File: config.mk
export PLATFORM = sky130hd
export DESIGN_NAME = instruction_fetch
export DESIGN_NICKNAME = d
export VERILOG_FILES = /design/src/rtl/instruction_fetch.sv
export SDC_FILE = /design/constraint.sdc
export NUM_CORES = 1
export LEC_CHECK = 0
export BUFFER_PORTS_ARGS = -buffer_cell sky130_fd_sc_hd__buf_2
export CORE_MARGIN = 2
export CORE_UTILIZATION = 47
export CTS_CLUSTER_DIAMETER = 50
export DETAILED_ROUTE_END_ITERATION = 16
export PLACE_DENSITY = 0.78
export SYNTH_ARGS = -nofsm -noshare
export SYNTH_HDL_FRONTEND = slang
export SYNTH_SLANG_ARGS = --single-unit
File: constraint.sdc
create_clock -name CLK -period 3.3 [get_ports CLK]
set_clock_uncertainty 0.2 [all_clocks]
set_input_delay 0.66 -clock CLK [delete_from_list [all_inputs] [get_ports CLK]]
set_output_delay 0.66 -clock CLK [all_outputs]
set_load 0.02 [all_outputs]
File: src/rtl/instruction_fetch.sv
// Instruction fetch stage: owns the PC, fetches over a req/ack imem port, holds instr for decode.
// Optional fetch timeout with ERR state is enabled by defining IFETCH_TIMEOUT_EN.
module instruction_fetch #(
   parameter logic [31:0] RESET_PC = 32'h0000_0000,
   parameter int          TIMEOUT  = 16
) (
   input  logic        CLK,
   input  logic        Resetb,
   output logic        imem_req,
   output logic [31:0] imem_addr,
   input  logic        imem_ack,
   input  logic [31:0] imem_rdata,
   output logic [31:0] instr,
   output logic [5:0]  Opcode,
   output logic        instr_valid,
   input  logic        instr_ready,
   input  logic        Branch,
   input  logic        Zero,
   input  logic        Jump,
   output logic [31:0] pc,
   output logic [31:0] pc_plus4,
   output logic        fetch_err
);

   localparam logic [1:0] IDLE = 2'd0;
   localparam logic [1:0] REQ  = 2'd1;
   localparam logic [1:0] HOLD = 2'd2;
   localparam logic [1:0] ERR  = 2'd3;

   logic [1:0]  state;
   logic [31:0] next_pc;
   logic        timed_out;

   // Jump wins over a taken branch; everything wraps modulo 2^32.
   function automatic logic [31:0] next_pc_f(
      input logic [31:0] pc4,
      input logic [31:0] ins,
      input logic        br,
      input logic        zf,
      input logic        jmp
   );
      logic signed [31:0] off;
      off = {{14{ins[15]}}, ins[15:0], 2'b00};
      if (jmp)
         return {pc4[31:28], ins[25:0], 2'b00};
      else if (br && zf)
         return pc4 + $unsigned(off);
      else
         return pc4;
   endfunction

   assign pc_plus4    = pc + 32'd4;
   assign imem_addr   = pc;
   assign Opcode      = instr[31:26];
   assign imem_req    = (state == REQ);
   assign instr_valid = (state == HOLD);
   assign next_pc     = next_pc_f(pc_plus4, instr, Branch, Zero, Jump);

`ifdef IFETCH_TIMEOUT_EN
   localparam int CW = $clog2(TIMEOUT + 1);
   logic [CW-1:0] wait_cnt;

   // Cleared whenever not requesting, so every entry to REQ starts from zero.
   always_ff @(posedge CLK or negedge Resetb) begin
      if (!Resetb)
         wait_cnt <= '0;
      else if (state != REQ)
         wait_cnt <= '0;
      else if (!imem_ack)
         wait_cnt <= wait_cnt + 1'b1;
   end

   assign timed_out = (wait_cnt == CW'(TIMEOUT - 1));
   assign fetch_err = (state == ERR);
`else
   assign timed_out = 1'b0;
   assign fetch_err = 1'b0;
`endif

   always_ff @(posedge CLK or negedge Resetb) begin
      if (!Resetb) begin
         state <= IDLE;
         pc    <= RESET_PC;
         instr <= 32'h0;
      end else begin
         case (state)
            IDLE: state <= REQ;
            REQ: begin
               if (imem_ack) begin
                  instr <= imem_rdata;
                  state <= HOLD;
               end else if (timed_out) begin
                  state <= ERR;
               end
            end
            HOLD: begin
               if (instr_ready) begin
                  pc    <= next_pc;
                  state <= REQ;
               end
            end
            default: state <= state;
         endcase
      end
   end

endmodule

==> impl_metrics.json, run 1 <==
{
  "ir_worst_vdd_v": 0.000779,
  "wl_per_cell_um": 22.9,
  "slowest_stage": "dfrtp_2",
  "min_period_ns": 3.92,
  "finalSetupTns_ns": -6.11,
  "syn_area_um2": 5470,
  "areaGrowthSynthToFinish_pct": 67.7,
  "powerDensity_nw_per_um2": 1070,
  "required_ns": 3.29,
  "yosysUniqueCellTypes": 56,
  "cts_hold_buf": 0,
  "endpoint_kind": "register",
  "firstDrtPassIters": 9,
  "cap_violations": 0,
  "violations": "setup timing",
  "finalHoldViolCount": 0,
  "synth-seq-cells": 64,
  "post-synth-top-count-cell": "nand2_1",
  "rr_startpoint": "imem_addr[8]",
  "reg2reg_depth": 16,
  "cts_root_buf": "clkbuf_16",
  "setup_viol_count_final": 22,
  "final_max_slew_viol_count": 0,
  "num_rows": 39,
  "drtAntennaViolNets": 0,
  "grt_overflow_total": 0,
  "grt_pass1_wl_um": 33200,
  "min_period_over_period": 1.19,
  "crit_buf_inv": 3,
  "drcViolationCount": 0,
  "antenna_found_initial": 0,
  "synth_area_leaders": "dfrtp_1 (29%), ha_1 (8.2%), mux2_2 (6.8%)",
  "rsz0062_at_grt": "yes",
  "cts_tree": "done",
  "layout_setup_ws_ns": -0.617,
  "die_h_um": 112,
  "total_power_mw": 9.82,
  "hold_slack_ns": 0.151,
  "synth_area_per_cell_um2": 8.51,
  "track_usage": 0.331,
  "vias": 7125,
  "nNetsFinal": 1042,
  "r2r-end": "imem_addr[30]",
  "initial_core_util": 0.481,
  "crit_chain": "and4_4 -> nand4_1 -> nor3_4 -> buf_6 -> nand4_1 -> xnor2_2 -> ha_4 -> buf_4 -> buf_4 -> and2_4 -> and3_1 -> nand2b_1 -> nand2_1 -> a31oi_1 -> xor2_1 -> a221oi_1",
  "gp_congestion": 0.995,
  "die_w_um": 112,
  "design_area_um2": 9180,
  "startpoint_type": "register",
  "final_util": 0.807,
  "criticalPathCategory": "reg -> reg",
  "grt_pass1_vias": 6650,
  "io_buffers": 168,
  "ys.flop_type": "dfrtp_1",
  "syn_inst": 643,
  "async_reset_ff_frac": 1.00,
  "io_pins": 176,
  "synth-edff-count": 0,
  "slew_headroom": 0.641,
  "n_antenna_cell": 0,
  "die-area_um2": 12500,
  "worstSetupEndpoint": "imem_addr[30]",
  "synth_common_cells": "nand2_1 (75), dfrtp_1 (64), a21oi_1 (51), o21ai_0 (51), buf_4 (43)",
  "fp.coreArea_um2": 11400,
  "max_freq_mhz": 255,
  "cp_max_fo": 4,
  "worstMarginPinSlew_ns": 0.537,
  "clk_latency_ns": 0.34,
  "dp_slack_ns": -0.464,
  "post_dp_cell_area_um2": 7540,
  "final.fill_count": 628,
  "seq_area_frac_synth": 0.293,
  "synth_top_area_frac": 0.293,
  "arrival_ns": 3.91,
  "status": "complete, but fails checks",
  "drt_iter0_markers": 858,
  "cts_buffers": 9,
  "cp.depth": 16,
  "crit_start": "imem_addr[8]",
  "placed_cells": 1055,
  "htree_num_levels": 3,
  "wl_um": 25500,
  "clock-sinks": 64,
  "clk_pin_slew_worst_paths_ns": 0.05,
  "crit_family": "simple AND/OR/NAND/NOR gates",
  "grt_max_degree": 34,
  "cts_buffer_depth": 2,
  "yosys_warnings": 0,
  "place_hpwl_um": 14700,
  "fin_cells": 1114,
  "yosys.area.top_type": "dfrtp_1",
  "hp-class": "in -> async",
  "vias_per_cell": 6.40,
  "leakagePower_nw": 4.65,
  "r2r_setup_slack_ns": -0.62,
  "drive_gt1_frac": 0.605,
  "max_stage_delay_ns": 0.36
}
==> worst min-delay path by stage <==
stage	from	end
finish	Resetb	instr[30]
CTS	Resetb	instr[30]
global placement	instr[26]	instr[26]
floorplan	Resetb	imem_addr[10]
global route	Resetb	instr[30]
detailed placement	instr[31]	instr[31]
==> state kept, by name, indices dropped and copies added, names as in the netlist <==
| name | flops |
|---|---|
| instr | 32 |
| state | 2 |
| imem_addr | 30 |
==> power breakdown <==
part           total, mW  internal [mW]  switching [mW]  leakage, nW
logic               7.35           3.31            4.03         3.71
registers           1.49           1.12           0.373        0.792
clock network      0.987          0.623           0.364        0.148
==> repair_timing <==
action | in CTS | in global routing
setup buffers | 28 | 23
pin swaps | 72 | 66
endpoints found under the setup margin | 26 | 27
gates resized for setup | 106 | 105
==> placed cells by master, fill, tap and decap left out, types with 6 or more instances in the layout <==
cell type and n:
nand3_1 13, buf_2 161, conb_1 7, o21ai_2 8, o21ai_1 8, nor3_1 7, dfrtp_2 13, clkbuf_16 9
buf_6 23, o21bai_1 6, xnor2_1 10, buf_4 187, nand2_2 6, nor2_1 20, a21o_1 21, dfrtp_1 51
nand4_1 11, a21oi_2 19, o211ai_1 8, mux2_2 32, inv_1 9, xnor2_2 10, and3_4 7, a21oi_4 7
ha_1 19, nor3_4 7, ha_4 14, nand2b_1 6, xor2_1 12, xnor2_4 7, nand2_1 67, o21ai_0 34
a21oi_1 25, xor2_2 7
==> worst register-to-register path: cells and delay by family (launching register included) <==
family	cells	cell delay (ns)
adders and majority gates	1	0.26
DFF	1	0.36
and+or+nand+nor	8	1.51
AOI/OAI and AO/OA	2	0.36
buffers and inverters	3	0.43
xor gates and xnor gates	2	0.66
==> kinds of logic after synthesis <==
group                    count (synthesis)  synth area share
AO/OA/AOI/OAI                          184             0.211
buffers and inverters                   78            0.0844
AND/OR/NAND/NOR                        194             0.172
multiplexers                            36            0.0734
XOR/XNOR                                49            0.0798
other                                    1          0.000685
flip-flops                              64             0.293
adder cells (fa/ha/maj)                 37            0.0860
==> area by class of cell <==
class / instances / area (um^2) / share of cell area
clock buffer: 11 / 253 / 0.0275
clock inverter: 5 / 55.1 / 0.00600
inverter: 10 / 37.5 / 0.00409
multi-input combinational: 507 / 4510 / 0.491
sequential: 64 / 1620 / 0.176
tap: 143 / 179 / 0.0195
timing repair buffer: 374 / 2530 / 0.276
==> routing by layer <==
layer | GRT usage | share of wire | vias up
met4 | 0.156 | 0.073 | 0
met5 | 0 | 0 | -
li1 | - | - | 2911
met1 | 0.401 | 0.35 | 3358
met2 | 0.552 | 0.47 | 655
met3 | 0.0866 | 0.11 | 201
Note: power is estimated with default switching activity, not from simulation.
==> run 2: changes to the inputs <==
ABC_AREA = 1   (was default)
CORE_UTILIZATION = 58   (was 47)
PLACE_DENSITY = 0.88   (was 0.78)
clock period = 4.6 ns   (was 3.3 ns; I/O delays follow)
==> impl_metrics.json, run 2 <==
{
  "cts_hold_buf": 0,
  "grt_pass1_vias": 6206,
  "synth-edff-count": 0,
  "antenna_found_initial": 0,
  "grt_max_degree": 40,
  "syn_area_um2": 6230,
  "top_register": "instr",
  "die_w_um": 108,
  "layout_setup_ws_ns": 1.08,
  "cts_buffer_depth": 2,
  "yosys.area.top_type": "dfrtp_1",
  "design_area_um2": 7110,
  "final_max_slew_viol_count": 0,
  "drtAntennaViolNets": 0,
  "post-synth-top-count-cell": "nand2_1",
  "clk_pin_slew_worst_paths_ns": 0.09,
  "io_pins": 176,
  "post_dp_cell_area_um2": 6900,
  "syn_inst": 979,
  "setup_viol_count_final": 0,
  "criticalPathCategory": "reg -> reg",
  "final_common_cell": "nand2_1",
  "seq_area_frac_synth": 0.257,
  "n_antenna_cell": 0,
  "wl_met1_um": 8500,
  "rr_startpoint": "imem_addr[3]",
  "required_ns": 4.65,
  "nNetsFinal": 1185,
  "arrival_ns": 3.58,
  "place_hpwl_um": 15600,
  "min_period_over_period": 0.766,
  "cts_root_buf": "clkbuf_8",
  "synth_area_per_cell_um2": 6.36,
  "fp.coreArea_um2": 10400,
  "initial_core_util": 0.600,
  "wl_per_cell_um": 15.6,
  "synth-seq-cells": 64,
  "htree_num_levels": 3,
  "final_cell_mix": "nand2_1 (317), buf_2 (168), inv_1 (154)",
  "num_rows": 37,
  "clock-sinks": 64,
  "dp_slack_ns": 1.20,
  "post-cts-setup-buffers": 0,
  "largest_reg_flops": 32,
  "hp-class": "reg -> reg",
  "drcViolationCount": 0,
  "async_reset_ff_frac": 1.00,
  "crit_start": "imem_addr[3]",
  "worstMarginPinSlew_ns": 0.886,
  "max_freq_mhz": 284,
  "hp-start": "instr[30]",
  "whs_path_depth": 1,
  "drive_gt1_frac": 0.206,
  "track_usage": 0.347,
  "grt_pass1_wl_um": 31100,
  "yosys_warnings": 0,
  "clk_latency_ns": 0.36,
  "startpoint_type": "register",
  "synth_top_area_frac": 0.257,
  "vias": 6753,
  "vias_per_cell": 5.40,
  "areaGrowthSynthToFinish_pct": 14.2,
  "cp_max_fo": 6,
  "wl_met3_um": 2070,
  "reg2reg_depth": 19,
  "ys.flop_type": "dfrtp_1",
  "cap_violations": 0,
  "powerDensity_nw_per_um2": 918,
  "yosysUniqueCellTypes": 42,
  "grt_overflow_total": 0,
  "finalHoldViolCount": 0,
  "cts_resized": 0,
  "slew_headroom": 0.409,
  "cts_buffers": 9,
  "top_layer_used": "met4",
  "die-area_um2": 11600,
  "gp_congestion": 0.992,
  "wl_met2_um": 8420,
  "die_h_um": 108,
  "io_buffers": 168,
  "min_period_ns": 3.52,
  "wl_um": 19500,
  "finalSetupTns_ns": 0,
  "drt_iter0_markers": 751,
  "synth_area_leaders": "dfrtp_1 (26%), nand2_1 (19%), inv_1 (9.3%)",
  "rsz0062_at_grt": "no",
  "status": "finished clean",
  "leakagePower_nw": 4.20,
  "endpoint_kind": "register",
  "synth_common_cells": "nand2_1 (317), inv_1 (154), nor2_1 (92), dfrtp_1 (64), nand3_1 (56)",
  "firstDrtPassIters": 6,
  "ir_worst_vdd_v": 0.000435,
  "cts_tree": "done"
}
[run 2: cell count changes after synthesis, moves of 9 or more]
cell     previous run  this run
xnor2_1            27         3
o21ai_1             0        12
a21o_1             21         2
mux2_2             33        24
nor3_1             17         4
nand2_1            75       317
nand3_1            19        56
nor2_1             28        92
inv_1              10       154
o21ai_0            51        28
[run 2: logic make-up after synthesis]
logic type / Yosys count / share of synthesized area
DFF: 64 / 0.257
adders and majority gates: 37 / 0.0756
and+or+nand+nor: 505 / 0.336
xor gates and xnor gates: 21 / 0.0307
buffers and inverters: 214 / 0.156
other: 1 / 0.000602
AOI/OAI and AO/OA: 113 / 0.101
muxes: 24 / 0.0434
[run 2: layout make-up]
cell class / count / area, um^2
Clock buffer: 10 / 138
Sequential cell: 64 / 1600
Tap cell: 136 / 170
Clock inverter: 6 / 72.6
Multi-Input combinational cell: 707 / 3670
Inverter: 154 / 578
Fill cell: 999 / 3260
Timing Repair Buffer: 173 / 878
[run 2: final timing paths]
| kind | end | slack, ns |
|---|---|---|
| worst min register to register | instr[30] | 0.33 |
| worst min-delay path | instr[30] | 0.33 |
| worst max-delay path | imem_addr[30] | 1.08 |
| max in group asynchronous | imem_addr[20] | 2.90 |
| worst max register to register | imem_addr[30] | 1.08 |
| min in group asynchronous | instr[28] | 0.37 |
[run 2: routing by layer]
layer | GRT usage | up-vias
li1 | - | 3283
met4 | 0.109 | 0
met2 | 0.529 | 376
met5 | 0 | -
met1 | 0.496 | 3054
met3 | 0.0666 | 40
[run 2: metrics by stage]
stage / total power [mW] / hold slack (ns) / instances / util
final: 6.53 / 0.331 / 1250 / 0.686
after global routing: 7.10 / 0.356 / 1250 / 0.686
after CTS: 6.44 / 0.331 / 1250 / 0.686
after detailed placement: 5.88 / 0.313 / 1234 / 0.666
after floorplan: 4.70 / 0.286 / 985 / -
after global placement: 5.81 / 0.303 / 1234 / 0.666
[run 2: critical path, cell delays in order, from the launching register on]
cell and delay (ns):
dfrtp_1 0.42, ha_1 0.23, nand2_1 0.08, nor2_2 0.20, nand3_1 0.20, nor2_2 0.16
nand2_1 0.08, xor2_1 0.29, inv_1 0.10, ha_1 0.36, nand2_1 0.18, nor2_1 0.10
a21oi_1 0.26, nor2_1 0.08, nor2_1 0.15, nand2_1 0.08, nand2_1 0.06, nand3_1 0.06
nand2_1 0.07, nand2_1 0.05
[run 2: power by group]
group	switching (mW)	internal [mW]	leakage, nW	total, mW
clock network	0.267	0.273	0.104	0.540
logic	3.17	1.59	3.34	4.76
registers	0.400	0.833	0.755	1.23
==> run 3: changes to the inputs <==
CORE_UTILIZATION = 49   (was 58)
PLACE_DENSITY = 0.79   (was 0.88)
clock period = 3 ns   (was 4.6 ns; I/O delays follow)
==> impl_metrics.json, run 3 (same netlist as run 2, synthesis figures left out) <==
{
  "min_period_over_period": 1.03,
  "final_cell_mix": "nand2_1 (264), buf_2 (166), inv_1 (138)",
  "antenna_found_initial": 0,
  "final_util": 0.729,
  "min_period_ns": 3.10,
  "io_buffers": 168,
  "vias": 7496,
  "num_rows": 41,
  "die-area_um2": 13600,
  "worstMarginPinSlew_ns": 0.689,
  "hold_slack_ns": 0.0975,
  "slew_headroom": 0.540,
  "setup_viol_count_final": 7,
  "top_layer_used": "met4",
  "criticalPathCategory": "reg -> out",
  "clk_latency_ns": 0.35,
  "drt_iter0_markers": 750,
  "final.fill_count": 989,
  "startpoint_type": "register",
  "cp_max_fo": 5,
  "htree_num_levels": 3,
  "fp.coreArea_um2": 12500,
  "cts_tree": "done",
  "die_w_um": 117,
  "die_h_um": 117,
  "grt_pass1_vias": 6716,
  "status": "complete, but fails checks",
  "wl_met2_um": 10500,
  "post_dp_cell_area_um2": 7670,
  "cap_violations": 0,
  "io_pins": 176,
  "placed_cells": 1362,
  "required_ns": 2.20,
  "hp-class": "in -> async",
  "place_hpwl_um": 17000,
  "wl_met3_um": 2050,
  "largest_reg_flops": 32,
  "clk_pin_slew_worst_paths_ns": 0.06,
  "arrival_ns": 2.30,
  "violations": "setup timing",
  "endpoint_kind": "primary output",
  "cts_root_buf": "clkbuf_16",
  "cts_buffers": 9,
  "gp_congestion": 0.947,
  "wl_met1_um": 9770,
  "n_antenna_cell": 0,
  "initial_core_util": 0.497,
  "grt_max_degree": 40,
  "track_usage": 0.325,
  "final_common_cell": "nand2_1",
  "nNetsFinal": 1304,
  "areaGrowthSynthToFinish_pct": 46.5,
  "vias_per_cell": 5.34,
  "grt_overflow_total": 0,
  "drcViolationCount": 0,
  "finalHoldViolCount": 0,
  "grt_pass1_wl_um": 33700,
  "firstDrtPassIters": 5,
  "fin_cells": 1405,
  "cts_buffer_depth": 2,
  "final_max_slew_viol_count": 0,
  "top_register": "instr",
  "max_freq_mhz": 322,
  "cts_hold_buf": 0,
  "drive_gt1_frac": 0.421,
  "layout_setup_ws_ns": -0.104,
  "wl_per_cell_um": 16.5,
  "design_area_um2": 9120,
  "wl_um": 23200,
  "rsz0062_at_grt": "yes",
  "drtAntennaViolNets": 0,
  "clock-sinks": 64
}
-- run 3: cell count changes in the layout (fill, tap and decap cells not counted), sizes merged --
cell      before  now
buf          173  292
inv          158  154
bufinv         1    3
clkinv         0    2
clkbuf        10   11
clkinvlp       1    0
-- run 3: layout make-up --
cell class / instances / area, um^2 / share of cell area
well taps: 172 / 215 / 0.0236
repair buffers: 292 / 1810 / 0.198
clock buffers: 11 / 243 / 0.0266
clock inverters: 5 / 104 / 0.0114
inverters: 154 / 578 / 0.0634
flip-flops and latches: 64 / 1610 / 0.176
multi-input cells: 707 / 4570 / 0.501
-- run 3: critical path, stage by stage (launching register included) --
cell     delay [ns]
dfrtp_1        0.43
nand2_2        0.15
nor2_4         0.18
nand2_4        0.11
buf_4          0.16
nor2_4         0.11
xnor2_2        0.16
inv_2          0.12
buf_4          0.15
buf_4          0.11
buf_4          0.13
buf_4          0.15
-- run 3: timing repair --
action | in CTS | in global routing
resized for setup | 36 | 174
setup endpoints to repair | 19 | 28
pin swaps | 6 | 44
setup buffers | 7 | 20
-- run 3: metrics by stage --
stage                     setup WS [ns]  TNS, ns
final                            -0.104   -0.252
after global routing             -0.255    -2.47
after CTS                       -0.0116  -0.0166
after detailed placement         -0.126   -0.835
after global placement          -0.0822   -0.239
after floorplan                  0.0147        0
-- run 3: layer usage --
| layer | track usage | vias to the layer above |
|---|---|---|
| li1 | - | 3514 |
| met2 | 0.501 | 433 |
| met5 | 0 | - |
| met1 | 0.452 | 3475 |
| met3 | 0.0581 | 74 |
| met4 | 0.131 | 0 |
-- run 3: final timing paths --
check,slack [ns],to,depth (start not counted),start
min,0.1,instr[30],1,Resetb
min reg2reg,0.32,state[1],2,state[1]
min in group CLK,0.28,instr[31],2,imem_rdata[31]
max reg2reg,-0.05,imem_addr[28],19,imem_addr[12]
max,-0.10,pc_plus4[17],11,imem_addr[8]
max in group asynchronous,1.85,imem_addr[28],2,Resetb
Power of run 3 is not shown: default switching activity piles up to over one toggle a cycle in this logic, so the estimate is an artifact.
